$ cat src/rtl/mpu_cmd_buff.sv
// mpu_cmd_buff: microprocessor write-strobe to AXI4-Stream command buffer.
// Host writes WRITE_WIDTH words on an asynchronous strobe. The block packs
// them little-endian into DATA_WIDTH words and queues them in a FWFT FIFO
// that drives an AXIS master.

// One packing lane: holds a single WRITE_WIDTH slice of the word being built.
module mpu_cmd_buff_lane #(
  parameter int W = 16
) (
  input  logic         clk,
  input  logic         rst_n,
  input  logic         stb,     // captured write this cycle
  input  logic         sel,     // this lane is the current beat
  input  logic         clr,     // word completes this cycle, lane empties
  input  logic [W-1:0] din,
  output logic [W-1:0] lane_n   // lane value including this cycle's write
);

  logic [W-1:0] lane_q;

  // The completing write is bypassed into lane_n so the pushed word is whole.
  assign lane_n = (stb && sel) ? din : lane_q;

  // Lane storage; cleared after every push so unused upper lanes read zero.
  always_ff @(posedge clk or negedge rst_n) begin
    if (!rst_n)          lane_q <= '0;
    else if (clr)        lane_q <= '0;
    else if (stb && sel) lane_q <= din;
  end

endmodule

module mpu_cmd_buff #(
  parameter int WRITE_WIDTH = 16,
  parameter int DATA_WIDTH  = 64,
  parameter int FIFO_DEPTH  = 16
) (
  input  logic                   clk,
  input  logic                   rst_n,
  input  logic                   wr_ena,
  input  logic [WRITE_WIDTH-1:0] data_in,
  input  logic                   wr_last,
  output logic                   ready,
  output logic                   overflow,
  output logic                   m_axis_tvalid,
  input  logic                   m_axis_tready,
  output logic [DATA_WIDTH-1:0]  m_axis_tdata,
  output logic                   m_axis_tlast
);

  localparam int BEATS = DATA_WIDTH / WRITE_WIDTH;
  localparam int CW    = (BEATS > 1) ? $clog2(BEATS) : 1;
  localparam int AW    = $clog2(FIFO_DEPTH);

  // ---------------------------------------------------------------------
  // Strobe synchronizer: one wr_stb per wr_ena rising edge.
  // ---------------------------------------------------------------------
  logic s1, s2, s3;
  logic wr_stb;

  // Three-flop chain; s3 is the previous s2 for rising-edge detection.
  always_ff @(posedge clk or negedge rst_n) begin
    if (!rst_n) begin
      s1 <= 1'b0;
      s2 <= 1'b0;
      s3 <= 1'b0;
    end else begin
      s1 <= wr_ena;
      s2 <= s1;
      s3 <= s2;
    end
  end

  assign wr_stb = s2 & ~s3;

  // ---------------------------------------------------------------------
  // Packer: beat counter plus per-lane registers.
  // data_in is held stable well before wr_ena rises, so it is sampled
  // directly on the strobe cycle without its own synchronizer.
  // ---------------------------------------------------------------------
  logic [CW-1:0]                         cnt;
  logic                                  last_beat;
  logic                                  push_n;
  logic [BEATS-1:0]                      lane_sel;
  logic [BEATS-1:0][WRITE_WIDTH-1:0]     word_n;

  assign last_beat = (cnt == CW'(BEATS - 1));
  assign push_n    = wr_stb & (last_beat | wr_last);

  // Beat counter: advance per write, restart at 0 when a word is pushed.
  always_ff @(posedge clk or negedge rst_n) begin
    if (!rst_n)      cnt <= '0;
    else if (wr_stb) cnt <= push_n ? '0 : cnt + CW'(1);
  end

  for (genvar g = 0; g < BEATS; g++) begin : g_lane
    assign lane_sel[g] = (cnt == CW'(g));
    mpu_cmd_buff_lane #(.W(WRITE_WIDTH)) u_lane (
      .clk    (clk),
      .rst_n  (rst_n),
      .stb    (wr_stb),
      .sel    (lane_sel[g]),
      .clr    (push_n),
      .din    (data_in),
      .lane_n (word_n[g])
    );
  end

  // ---------------------------------------------------------------------
  // Push stage: completed word is registered, then written next edge.
  // ---------------------------------------------------------------------
  logic                  push_q;
  logic                  push_last;
  logic [DATA_WIDTH-1:0] push_data;

  // Stage the completed word and its frame marker.
  always_ff @(posedge clk or negedge rst_n) begin
    if (!rst_n) begin
      push_q    <= 1'b0;
      push_last <= 1'b0;
      push_data <= '0;
    end else begin
      push_q <= push_n;
      if (push_n) begin
        push_last <= wr_last;
        push_data <= word_n;
      end
    end
  end

  // ---------------------------------------------------------------------
  // FIFO: FWFT register array, pointers carry an extra wrap bit.
  // ---------------------------------------------------------------------
  logic [DATA_WIDTH:0] mem [FIFO_DEPTH];
  logic [AW:0]         wr_ptr, rd_ptr, wr_ptr_n, rd_ptr_n;
  logic                full, full_n;
  logic                pop, push_ok, drop;
  logic                tvalid_q, ready_q;
  logic [DATA_WIDTH:0] head;

  assign full   = (wr_ptr[AW] != rd_ptr[AW]) && (wr_ptr[AW-1:0] == rd_ptr[AW-1:0]);
  assign pop    = tvalid_q & m_axis_tready;
  // A simultaneous pop frees the head slot, so a push into a full FIFO is legal then.
  assign push_ok = push_q & (~full | pop);
  assign drop    = push_q & full & ~pop;

  assign wr_ptr_n = wr_ptr + {{AW{1'b0}}, push_ok};
  assign rd_ptr_n = rd_ptr + {{AW{1'b0}}, pop};
  assign full_n   = (wr_ptr_n[AW] != rd_ptr_n[AW]) &&
                    (wr_ptr_n[AW-1:0] == rd_ptr_n[AW-1:0]);

  // Storage array; contents are don't-care until covered by the pointers.
  always_ff @(posedge clk) begin
    if (push_ok) mem[wr_ptr[AW-1:0]] <= {push_last, push_data};
  end

  // Pointers plus registered status flags derived from the next pointers.
  always_ff @(posedge clk or negedge rst_n) begin
    if (!rst_n) begin
      wr_ptr   <= '0;
      rd_ptr   <= '0;
      tvalid_q <= 1'b0;
      ready_q  <= 1'b1;
      overflow <= 1'b0;
    end else begin
      wr_ptr   <= wr_ptr_n;
      rd_ptr   <= rd_ptr_n;
      tvalid_q <= (wr_ptr_n != rd_ptr_n);
      ready_q  <= ~full_n;
      if (drop) overflow <= 1'b1;
    end
  end

  // Head entry gated by valid so the bus reads zero while empty or in reset.
  assign head          = mem[rd_ptr[AW-1:0]];
  assign m_axis_tvalid = tvalid_q;
  assign m_axis_tdata  = tvalid_q ? head[DATA_WIDTH-1:0] : '0;
  assign m_axis_tlast  = tvalid_q & head[DATA_WIDTH];
  assign ready         = ready_q;

endmodule
$ cat config.mk
export PLATFORM = sky130hd
export DESIGN_NAME = mpu_cmd_buff
export DESIGN_NICKNAME = d
export VERILOG_FILES = /design/src/rtl/mpu_cmd_buff.sv
export SDC_FILE = /design/constraint.sdc
export NUM_CORES = 1
export LEC_CHECK = 0
export CAP_MARGIN = 40
export CORE_ASPECT_RATIO = 0.7
export CORE_MARGIN = 3
export CORE_UTILIZATION = 34
export CTS_CLUSTER_SIZE = 25
export DETAILED_ROUTE_END_ITERATION = 8
export PLACE_DENSITY = 0.47
export SYNTH_ARGS = -nofsm -noshare
export SYNTH_HDL_FRONTEND = slang
export SYNTH_SLANG_ARGS = --single-unit
$ cat constraint.sdc
create_clock -name clk -period 9.3 [get_ports clk]
set_input_delay 1.86 -clock clk [delete_from_list [all_inputs] [get_ports clk]]
set_output_delay 1.86 -clock clk [all_outputs]
set_load 0.005 [all_outputs]
# == Word-level counts from Yosys, hierarchy flattened ==
# Memory sizes are Yosys's and may differ from the RTL's.
# Index checks and enable logic that the tools add are counted.
# Widths: inputs -> output; s select.
# totals
regBits,148
mem_bits_rw,1040
output_inout_bits,68
wordCells,60
memories,1
# op_classes
n_addsub,3
eq_ne,8
n_mux,12
bitwise,13
reduce_logical,7
# mem_list
memory,words,width,read_ports,rd_ports_with_merged_regs,write_ports,line_no,text
mem,16,65,1,0,1,134,logic [DATA_WIDTH:0] mem [FIFO_DEPTH];
# ops
op,count
$mux 16,8
$mux 64,1
$add 5x1->5,2
$eq 4x4->1,2
$and 1x1->1,7
$logic_and 1x1->1,6
$ne 5x5->1,1
$eq 2x2->1 const B,2
$not 1->1,4
$add 2x1->2 const B,1
$eq 2x1->1 const B,1
$logic_not 2->1,1
$mux 1,2
$mux 2,1
$ne 1x1->1,2
$or 1x1->1,2

# == Logic depth before layout (Yosys ltp) ==
# Gate-level depths: netlist of the first run.
# depth
word_depth,9
mapped_depth,12
depth_no_buf,10

# == Cells and area by module ==
# Synthesis of the first run repeated with hierarchy kept, for this count alone.
# hier_totals
hier_cells,2426
hier_area_um2,46554.6
# modules_own_cells
mod,instances,cells_each,area_per_inst_um2,seq_area_each_um2
mpu_cmd_buff,1,2074,43171.4,33333.2
mpu_cmd_buff_lane,4,88,845.8,400.4

# == Worst setup path before layout of the first run ==
# No wires, ideal clock.
# synth_path
path_kind,input to register
from,in m_axis_tready
to,"mem mem[1][0] (netlist bit), enable pin"
t_arrival_ps,8431
slack_ps,221
stages,4
n_path_buf,0
cell_sequence,and2_1 or4_4 o31ai_4 nor4_1
# synth_via
elab_chain_len,5
# synth_lines
item,line_no,text
"start, declared",46,"input logic m_axis_tready,"
$and 1x1->1,142,assign pop = tvalid_q & m_axis_tready;
$or 1x1->1,144,assign push_ok = push_q & (~full | pop);
$and 1x1->1,144,
$mux 1,154,"if (push_ok) mem[wr_ptr[AW-1:0]] <= {push_last, push_data};"
$mux 1 (implied by the code),154,
"end, declared",134,
# Every way passes these cells.

# == Worst setup path in the final report of the first run ==
# layout_path
from,reg rd_ptr[0]
to,out m_axis_tdata[5]
# layout_via
elab_chain_len,2
# layout_lines
item,line_no,text
"start, declared",135,"logic [AW:0] wr_ptr, rd_ptr, wr_ptr_n, rd_ptr_n;"
"start signal, assigned",167,rd_ptr <= rd_ptr_n;
$mem_v2 16x65,-,
$mux 64,177,assign m_axis_tdata = tvalid_q ? head[DATA_WIDTH-1:0] : '0;
"end, declared",47,"output logic [DATA_WIDTH-1:0] m_axis_tdata,"
# Every way passes these cells.

==> flow_metrics.tcl, run 1 <==
set metrics [dict create \
    yosysWarningCount 0 \
    setup_slack_ns 2.89 \
    synth_commonest_cells "edfxtp_1, mux2i_1, mux4_2" \
    dieArea_mm2 0.138 \
    slew_headroom_pct 40.1 \
    p_int_w 0.0114 \
    tns_ns 0 \
    cts_resized 0 \
    crit_path_max_fanout 35 \
    drc 0 \
    power.leakage_nw 18.3 \
    synth_edf_count 1040 \
    clock_latency_ns 0.71 \
    ys_ff_latch 1188 \
    p_sw_w 0.00518 \
    core_area_mm2 0.132 \
    vias_per_cell 5.24 \
    combPwrFrac_pct 28.3 \
    nets 2513 \
    critPathKind "register to primary output" \
    rrSetupSlack_ns 4.78 \
    area_growth_syn_to_layout_pct 16.3 \
    period_share_pct 69.0 \
    clockBufferDepth 3 \
    dp_cells 4117 \
    period_minus_slack_ns 6.41 \
    routedWlPerCell_um 27.8 \
    grt_pass1_wl_mm 172 \
    cts_num_sinks 1188 \
    root_buffer "clkbuf_16" \
    vias 22700 \
    pwr-share-seq_pct 43.2 \
    rsz0062_at_grt "false" \
    synth_top_area_cell "edfxtp_1" \
    synth_top_area_share_pct 68.9 \
    hold_path.class "register to register" \
    fin_hold_ws_ns 0.377 \
    start_util_pct 34.4 \
    postCtsHoldBufs 0 \
    grt_usage_pct 17.3 \
    first_pass_iters 5 \
    ys.flop_type "edfxtp_1" \
    fmax_mhz 156 \
    port_buffers 88 \
    peakVddDrop_mv 0.230 \
    synthArstFlopShare_pct 12.5 \
    start_kind "register" \
    drt_wl_total_mm 120 \
    cts_max_level 3 \
    yosysMostFrequentCell "edfxtp_1" \
    synth_cell_types 36 \
    finalSetupViolCount 0 \
    synth_area_leaders "edfxtp_1, mux4_2, dfrtp_1, mux2i_1, o21ai_0" \
    grt_pass1_vias 23300 \
    cp_data_required_time_ns 7.44 \
    end_kind "primary output" \
    p_per_area_mw_per_mm2 314 \
    clockPowerShare_pct 28.5 \
    syn_nets 2363 \
    cts_buffers 116 \
    dpl.hpwl_mm 67.0 \
    antenna_found_initial 0 \
    slew_violations 0 \
    switching_share_pct 31.3 \
    seq_area_frac_synth_pct 77.1 \
    worst_ep_arrival_time_ns 4.55 \
    fp.dieW_um 442 \
    worst_pin_slew_ns 0.898 \
    grt_remaining_overflow 0 \
    ant_nets 0 \
    netlist_area_mm2 0.0453 \
    cts_tree "yes" \
    die_h_um 311 \
    max_cap_violations 0 \
    skew_ns 0.0203 \
    drtIter0Drc 2332 \
    final_cells 4335 \
    dp_slack_ns 3.48 \
    netlist_instances 2334 \
    hold_viol_final 0 \
    grt_max_degree 92 \
    row_count 111 \
    syn_avg_cell_area_um2 19.4 \
    status "complete, no violations" \
    cts.clk_slew.worst_paths_ns 0.06 \
    drive_above_1_share_pct 17.3 \
    gp_congestion 0.735 \
    cts_setup_buffers 0 \
    num_io_pins 89 \
]
==> final timing paths <==
| path | startpoint | endpoint | cells past startpoint |
|---|---|---|---|
| min in group asynchronous | rst_n | push_data[33]$_DFFE_PN0P_ | 1 |
| hold / removal | s2$_DFF_PN0_ | s3$_DFF_PN0_ | 0 |
| setup / recovery | rd_ptr[0]$_DFF_PN0_ | m_axis_tdata[5] | 8 |
| setup reg to reg | rd_ptr[2]$_DFF_PN0_ | mem[0][19]$_DFFE_PP_ | 8 |
| hold reg to reg | s2$_DFF_PN0_ | s3$_DFF_PN0_ | 0 |
| max in group asynchronous | rst_n | rd_ptr[1]$_DFF_PN0_ | 2 |
==> layout by cell type, fill, tap and decap left out, types with 4 or more instances in the layout <==
master	Yosys	routed
edfxtp_1	1040	1040
mux2i_1	294	294
mux4_2	165	165
o21ai_0	147	146
dfrtp_1	147	144
clkbuf_16	0	119
nand2_1	108	107
clkdlybuf4s50_1	0	87
nor2_1	67	65
buf_4	12	62
a22oi_1	56	56
a221oi_1	40	40
nand3_1	26	26
clkbuf_1	60	26
clkinv_1	1	25
o211ai_1	19	19
clkinv_2	0	17
buf_16	0	14
bufinv_16	0	13
xor2_1	12	12
nor3_2	0	8
ha_1	8	8
o2111ai_1	6	6
a311oi_1	6	6
a21oi_1	6	6
nor4_2	0	6
clkbuf_8	0	6
inv_1	6	5
xnor2_1	4	4
nand2b_1	5	4
clkinvlp_4	0	4
buf_12	0	4
==> cells by family after synthesis <==
| family | share of synthesized area, % |
|---|---|
| DFF | 77.1 |
| muxes | 14.7 |
| AOI/OAI and AO/OA | 4.02 |
| and+or+nand+nor | 2.19 |
| buffers and inverters | 1.46 |
| xor gates and xnor gates | 0.309 |
| adders and majority gates | 0.221 |
==> worst max-delay path: stages (launching register included) <==
cell             delay [ns]
dfrtp_4                0.72
buf_4                  0.66
buf_4                  0.72
nor2b_2                0.20
buf_4                  0.32
a22oi_1                0.28
a22oi_1                0.14
o211ai_1               0.20
clkdlybuf4s50_1        0.55
==> power by group through the flow <==
stage	registers [W]	clock network (W)	logic, W
6_report	0.00715	0.00472	0.00469
3_3_place_gp	0.00726	0	0.00467
3_5_place_dp	0.00726	0	0.00480
2_1_floorplan	0.00694	0	0.00279
4_1_cts	0.00715	0.00483	0.00482
5_1_grt	0.00722	0.00507	0.00507
==> metrics by stage <==
| stage | area [µm²] | total power, W | utilization [%] |
|---|---|---|---|
| after floorplan | 45300 | 0.00972 | - |
| after global placement | 48400 | 0.0119 | 36.7 |
| after detailed placement | 48800 | 0.0121 | 37.1 |
| after CTS | 52700 | 0.0168 | 40.0 |
| after global routing | 52700 | 0.0174 | 40.0 |
| final | 52700 | 0.0166 | 40.0 |
==> layer usage <==
metal  vias up  part of all wire [%]  wire [µm]  track usage [%]
met5         -                     0          0                0
met4         0                   1.9       2330             4.09
met3       156                   4.9       5880             2.51
met2       619                    46      55800             27.1
met1     12200                    47      56400             25.7
li1       9711                     -          -                -
==> sequential cells by signal (all words and copies together), names as in the netlist, 2 cells and up <==
signal and flops:
mem 1040, rd_ptr 5, wr_ptr 5, cnt 2
push_data 64, g_lane.u_lane.lane_q 64
==> area by class of cell <==
cell class              instances  area (µm²)
diodes                          1        2.50
well taps                    1751        2190
fillers                     11800       79000
clock buffers                 151        3160
flip-flops and latches       1188       34900
inverters                       7        26.3
repair buffers                170        1830
clock inverters                66         676
multi-input cells            1001        9850
Power figures use the tool's default switching activity.
==> inputs of run 2 (changes only) <==
--- a/config.mk
+++ b/config.mk
@@ -11,7 +11,7 @@
 export CORE_UTILIZATION = 34
 export CTS_CLUSTER_SIZE = 25
 export DETAILED_ROUTE_END_ITERATION = 8
-export PLACE_DENSITY = 0.47
+export PLACE_DENSITY = 0.48
 export SYNTH_ARGS = -nofsm -noshare
 export SYNTH_HDL_FRONTEND = slang
 export SYNTH_SLANG_ARGS = --single-unit
==> constraint.sdc (replaced) <==
create_clock -name clk -period 5.9 [get_ports clk]
set_input_delay 1.18 -clock clk [delete_from_list [all_inputs] [get_ports clk]]
set_output_delay 1.18 -clock clk [all_outputs]
set_load 0.005 [all_outputs]
==> flow_metrics.tcl, run 2 (synthesis gave the netlist of run 1 again) <==
set metrics [dict create \
    grt_max_degree 87 \
    dieArea_mm2 0.138 \
    rsz0062_at_grt "false" \
    antenna_found_initial 2 \
    cts_resized 0 \
    postCtsHoldBufs 0 \
    hold_path.class "register to register" \
    grt_pass1_vias 23500 \
    die_h_um 311 \
    cp-endpoint "m_axis_tdata[62]" \
    slew_violations 0 \
    vias_per_cell 5.18 \
    final_core_util_pct 40.1 \
    drtIter0Drc 1893 \
    layout_commonest_cell "edfxtp_1" \
    p_per_area_mw_per_mm2 494 \
    gp_congestion 0.709 \
    start_kind "register" \
    reg2reg_from "rd_ptr[2]$_DFF_PN0_" \
    hold_viol_final 0 \
    start_util_pct 34.4 \
    core_area_mm2 0.132 \
    largest_register_ffs 1040 \
    r2r-end "mem[15][62]$_DFFE_PP_" \
    cp_data_required_time_ns 4.72 \
    crit_path_cell_trace "buf_12 -> buf_4 -> mux2i_1 -> a22oi_1 -> a22oi_1 -> o211ai_1 -> clkdlybuf4s50_1" \
    power.leakage_nw 18.4 \
    port_buffers 88 \
    root_buffer "clkbuf_16" \
    max_cap_violations 0 \
    period_minus_slack_ns 5.04 \
    final_cell_mix "edfxtp_1, mux2i_1, mux4_2" \
    drt_wl_total_mm 115 \
    cts_buffers 116 \
    worst_pin_slew_ns 0.894 \
    skew_ns 0.0274 \
    nets 2520 \
    cts_tree "yes" \
    end_kind "primary output" \
    drc 0 \
    cts_max_level 3 \
    critPathKind "register to primary output" \
    finalSetupViolCount 0 \
    fp.dieW_um 442 \
    row_count 111 \
    grt_remaining_overflow 0 \
    grt_usage_pct 16.7 \
    cts.clk_slew.worst_paths_ns 0.06 \
    setup_slack_ns 0.855 \
    r2r_cells 8 \
    num_io_pins 89 \
    fmax_mhz 198 \
    area_growth_syn_to_layout_pct 16.4 \
    drive_above_1_share_pct 17.6 \
    first_pass_iters 5 \
    dpl.hpwl_mm 67.4 \
    clockBufferDepth 3 \
    period_share_pct 85.5 \
    path_common_cell "a22oi_1" \
    cts_num_sinks 1188 \
    ant_nets 0 \
    cp-startpoint "rd_ptr[1]$_DFF_PN0_" \
    peakVddDrop_mv 0.273 \
    crit_path_max_fanout 49 \
    dp_slack_ns 1.52 \
    routedWlPerCell_um 26.5 \
    crit_slowest_cell "dfrtp_4" \
    final_area_mm2 0.0527 \
    status "complete, no violations" \
    slew_headroom_pct 40.4 \
    rrSetupSlack_ns 1.84 \
    place_area_mm2 0.0490 \
    grt_pass1_wl_mm 168 \
    vias 22500 \
    clock_latency_ns 0.72 \
    max_stage_delay_ns 0.78 \
    cts_setup_buffers 0 \
    worst_ep_arrival_time_ns 3.86 \
]
-- run 2: cell count changes in the layout (fill, tap and decap cells not counted), sizes merged --
cell	before	now
inv	10	11
bufinv	13	8
clkbuf	151	159
buf	83	90
clkinv	46	40
clkinvlp	4	3
-- run 2: through the flow --
step | setup TNS (ns) | instances | hold slack, ns | power, W
global placement | 0 | 4105 | 0.344 | 0.0189
detailed placement | 0 | 4123 | 0.343 | 0.0191
finish | 0 | 4339 | 0.352 | 0.0260
CTS | 0 | 4337 | 0.364 | 0.0264
global route | 0 | 4339 | 0.375 | 0.0273
floorplan | -1019.39 | 2334 | 0.331 | 0.0153
-- run 2: worst max-delay path: cells and delay by family, from the launching register on --
kind / cells / cell delay, ns
DFF: 1 / 0.78
muxes: 1 / 0.15
buffers and inverters: 3 / 1.38
AOI/OAI and AO/OA: 3 / 0.77
-- run 2: layout make-up --
type,instances,area (µm²)
diodes,1,2.50
clock buffers,159,3180
clock inverters,55,549
fillers,11800,78900
inverters,7,26.3
multi-input cells,1001,9900
flip-flops and latches,1188,34900
well taps,1751,2190
repair buffers,177,1940
-- run 2: how the worst min path moves through the flow --
stage            startpoint      endpoint  slack, ns  cells after the start
2_1_floorplan  s1$_DFF_PN0_  s2$_DFF_PN0_       0.33                      0
3_3_place_gp   s1$_DFF_PN0_  s2$_DFF_PN0_       0.34                      0
3_5_place_dp   s1$_DFF_PN0_  s2$_DFF_PN0_       0.34                      0
4_1_cts        s1$_DFF_PN0_  s2$_DFF_PN0_       0.36                      0
5_1_grt        s1$_DFF_PN0_  s2$_DFF_PN0_       0.38                      0
6_report       s1$_DFF_PN0_  s2$_DFF_PN0_       0.35                      0
-- run 2: layer usage --
metal	vias up	part of all wire [%]	track usage, %
met3	149	5.1	3.00
met4	0	2.0	3.65
met1	12100	48	25.1
li1	9721	-	-
met5	-	0	0
met2	545	45	25.3
-- run 2: where the power goes --
group | switching (W) | internal [W]
sequential | 0.00103 | 0.0103
clock | 0.00314 | 0.00413
combinational | 0.00403 | 0.00340
==> RTL change, RTL diff (flow settings as in run 1) <==
Make the reset (`rst_n`) synchronous in 5 clocked blocks. Comments in the files are not updated.
--- a/src/rtl/mpu_cmd_buff.sv
+++ b/src/rtl/mpu_cmd_buff.sv
@@ -23,5 +23,5 @@
 
   // Lane storage; cleared after every push so unused upper lanes read zero.
-  always_ff @(posedge clk or negedge rst_n) begin
+  always_ff @(posedge clk) begin
     if (!rst_n)          lane_q <= '0;
     else if (clr)        lane_q <= '0;
@@ -60,5 +60,5 @@
 
   // Three-flop chain; s3 is the previous s2 for rising-edge detection.
-  always_ff @(posedge clk or negedge rst_n) begin
+  always_ff @(posedge clk) begin
     if (!rst_n) begin
       s1 <= 1'b0;
@@ -89,5 +89,5 @@
 
   // Beat counter: advance per write, restart at 0 when a word is pushed.
-  always_ff @(posedge clk or negedge rst_n) begin
+  always_ff @(posedge clk) begin
     if (!rst_n)      cnt <= '0;
     else if (wr_stb) cnt <= push_n ? '0 : cnt + CW'(1);
@@ -115,5 +115,5 @@
 
   // Stage the completed word and its frame marker.
-  always_ff @(posedge clk or negedge rst_n) begin
+  always_ff @(posedge clk) begin
     if (!rst_n) begin
       push_q    <= 1'b0;
@@ -156,5 +156,5 @@
 
   // Pointers plus registered status flags derived from the next pointers.
-  always_ff @(posedge clk or negedge rst_n) begin
+  always_ff @(posedge clk) begin
     if (!rst_n) begin
       wr_ptr   <= '0;
Behaviour: differs if rst_n is asserted again (counterexample within 10 cycles, from zero or initial values and one cycle with rst_n low); with rst_n held inactive, the same outputs for 10 cycles.
==> RTL change against run 1 <==
Via count is 4.9% lower; largest cell class unchanged; hold slack better by 62 ps; synthesized area is 2.4% lower; maximum frequency is 8.7% higher; global-route usage is 0.16 points higher; wire length is 2.5% lower; final area is 2.3% lower; final cell count is 6.4% lower; sequential cell count stayed put; setup slack better by 510 ps; utilization is 0.057 points lower; non-clock buffer count is 13 lower.
Power is not compared: it rests on default switching activity, and its combinational part moved more than twofold at a synthesized area within 25%.
==> RTL change: results (changes against run 1) <==
leading cell types by count after synthesis - 1,040 x edfxtp_1, 260 x mux4_2, 148 x dfxtp_1
vias in the first global route - 22,607 (-3.1%)
maximum number of pins on one net before global-route repair - 139 (+51%)
Syn Area/Cell - 21.45 sq um (+10%)
DRT Wirelength - 117,400 um (-2.5%)
HPWL after DPL - 60,940 um (-9.0%)
post-synthesis net count - 2,092 (-11%)
number of DRC markers after the initial detailed-route iteration - 2,384 (+2.2%)
initial antenna violation count - 4 (+4)
via count - 21,581 (-4.9%)
run status - finished, final reports clean
fraction of layout cells with a size suffix above 1 - 0.2281 (+0.05541)
wire length of the first global-routing pass - 167,900 um (-2.3%)
synth top area cells - edfxtp_1 71%, mux4_2 13%, dfxtp_1 6.7%
post-route insts no fill - 4,057 (-6.4%)
worst setup timing slack at the placement stage - 4039 ps (+559.6 ps)
fraction of registers with async set or reset after synthesis - 0 (-0.1246)
final clock skew - 24.75 ps (+4.453 ps)
placed cell count - 3,832 (-6.9%)
total routing resource utilization after global routing - 0.1751 (+0.001643)
Seq/Total Area, Yosys - 0.7729 (+0.001872)
final weighted congestion in routability-driven placement - 0.7058 (-4.0%)
number of buffers added by the clock tree synthesis step - 116 (unchanged)
worst-path maximum fanout - 138 (+290%)
data arrival time of the critical path - 4040 ps (-510 ps)
[RTL change: changes by cell type in the layout (fill, tap and decap cells not counted), moves of 65 or more]
cell,delta
mux2i_1,-230
o21ai_0,-146
dfxtp_1,+145
dfrtp_1,-144
nand2_1,-102
mux4_2,+95
a22oi_1,+75
a21boi_1,+65
[RTL change: final timing paths]
| check | from | slack (ps) | cells past startpoint | endpoint |
|---|---|---|---|---|
| min | s1$_SDFF_PN0_ | 440 | 1 | s2$_SDFF_PN0_ |
| max reg2reg | rd_ptr[1]$_SDFF_PN0_ | 4940 | 7 | mem[8][30]$_DFFE_PP_ |
| min reg2reg | s1$_SDFF_PN0_ | 440 | 1 | s2$_SDFF_PN0_ |
| max | rd_ptr[1]$_SDFF_PN0_ | 3400 | 5 | m_axis_tdata[0] |
[RTL change: cell families after synthesis]
family	count (synthesis)	share of synthesized area
compound gates	269	0.04729
xor+xnor	16	0.003167
fa+ha+maj	8	0.002263
buf+inv	132	0.01502
flops	1188	0.7729
mux	324	0.1468
simple gates	126	0.01258
[RTL change: layer usage]
metal / track usage / share of wire / vias to the layer above / routed length, um
met4: 0.03963 / 0.020 / 0 / 2400
met2: 0.2669 / 0.45 / 651 / 53180
met5: 0 / 0 / - / 0
met1: 0.2624 / 0.47 / 11816 / 55360
met3: 0.03114 / 0.055 / 156 / 6468
li1: - / - / 8958 / -
[RTL change: critical path, stage by stage, from the launching register on]
cell and delay, ps:
dfxtp_4 730, buf_12 730, mux4_2 370, a22oi_1 110
a21boi_1 630, clkdlybuf4s50_1 640
[RTL change: through the flow]
stage	area, sq um	total power, W	utilization
2_1_floorplan	44250	0.005970	-
3_3_place_gp	47310	0.006068	0.3672
3_5_place_dp	47690	0.006080	0.3702
4_1_cts	51460	0.01071	0.3995
5_1_grt	51470	0.01094	0.3995
6_report	51480	0.01058	0.3996
[RTL change: area by class of cell]
cell class                 count  area (sq um)
timing repair buffer         157          1732
tap                         1736          2172
clock buffer                 176          3443
fill                       11425         77350
clock inverter                43         332.8
multi-input combinational    743          9548
inverter                       8         30.03
sequential                  1188         34200
antenna                        6         15.01
[RTL change: power by group]
part	switching (W)	total (W)	leakage, nW	internal, W
logic	0.000120	0.000225	3.48	0.000105
clock network	0.00197	0.00463	1.85	0.00265
registers	0.0000129	0.00573	10.8	0.00572
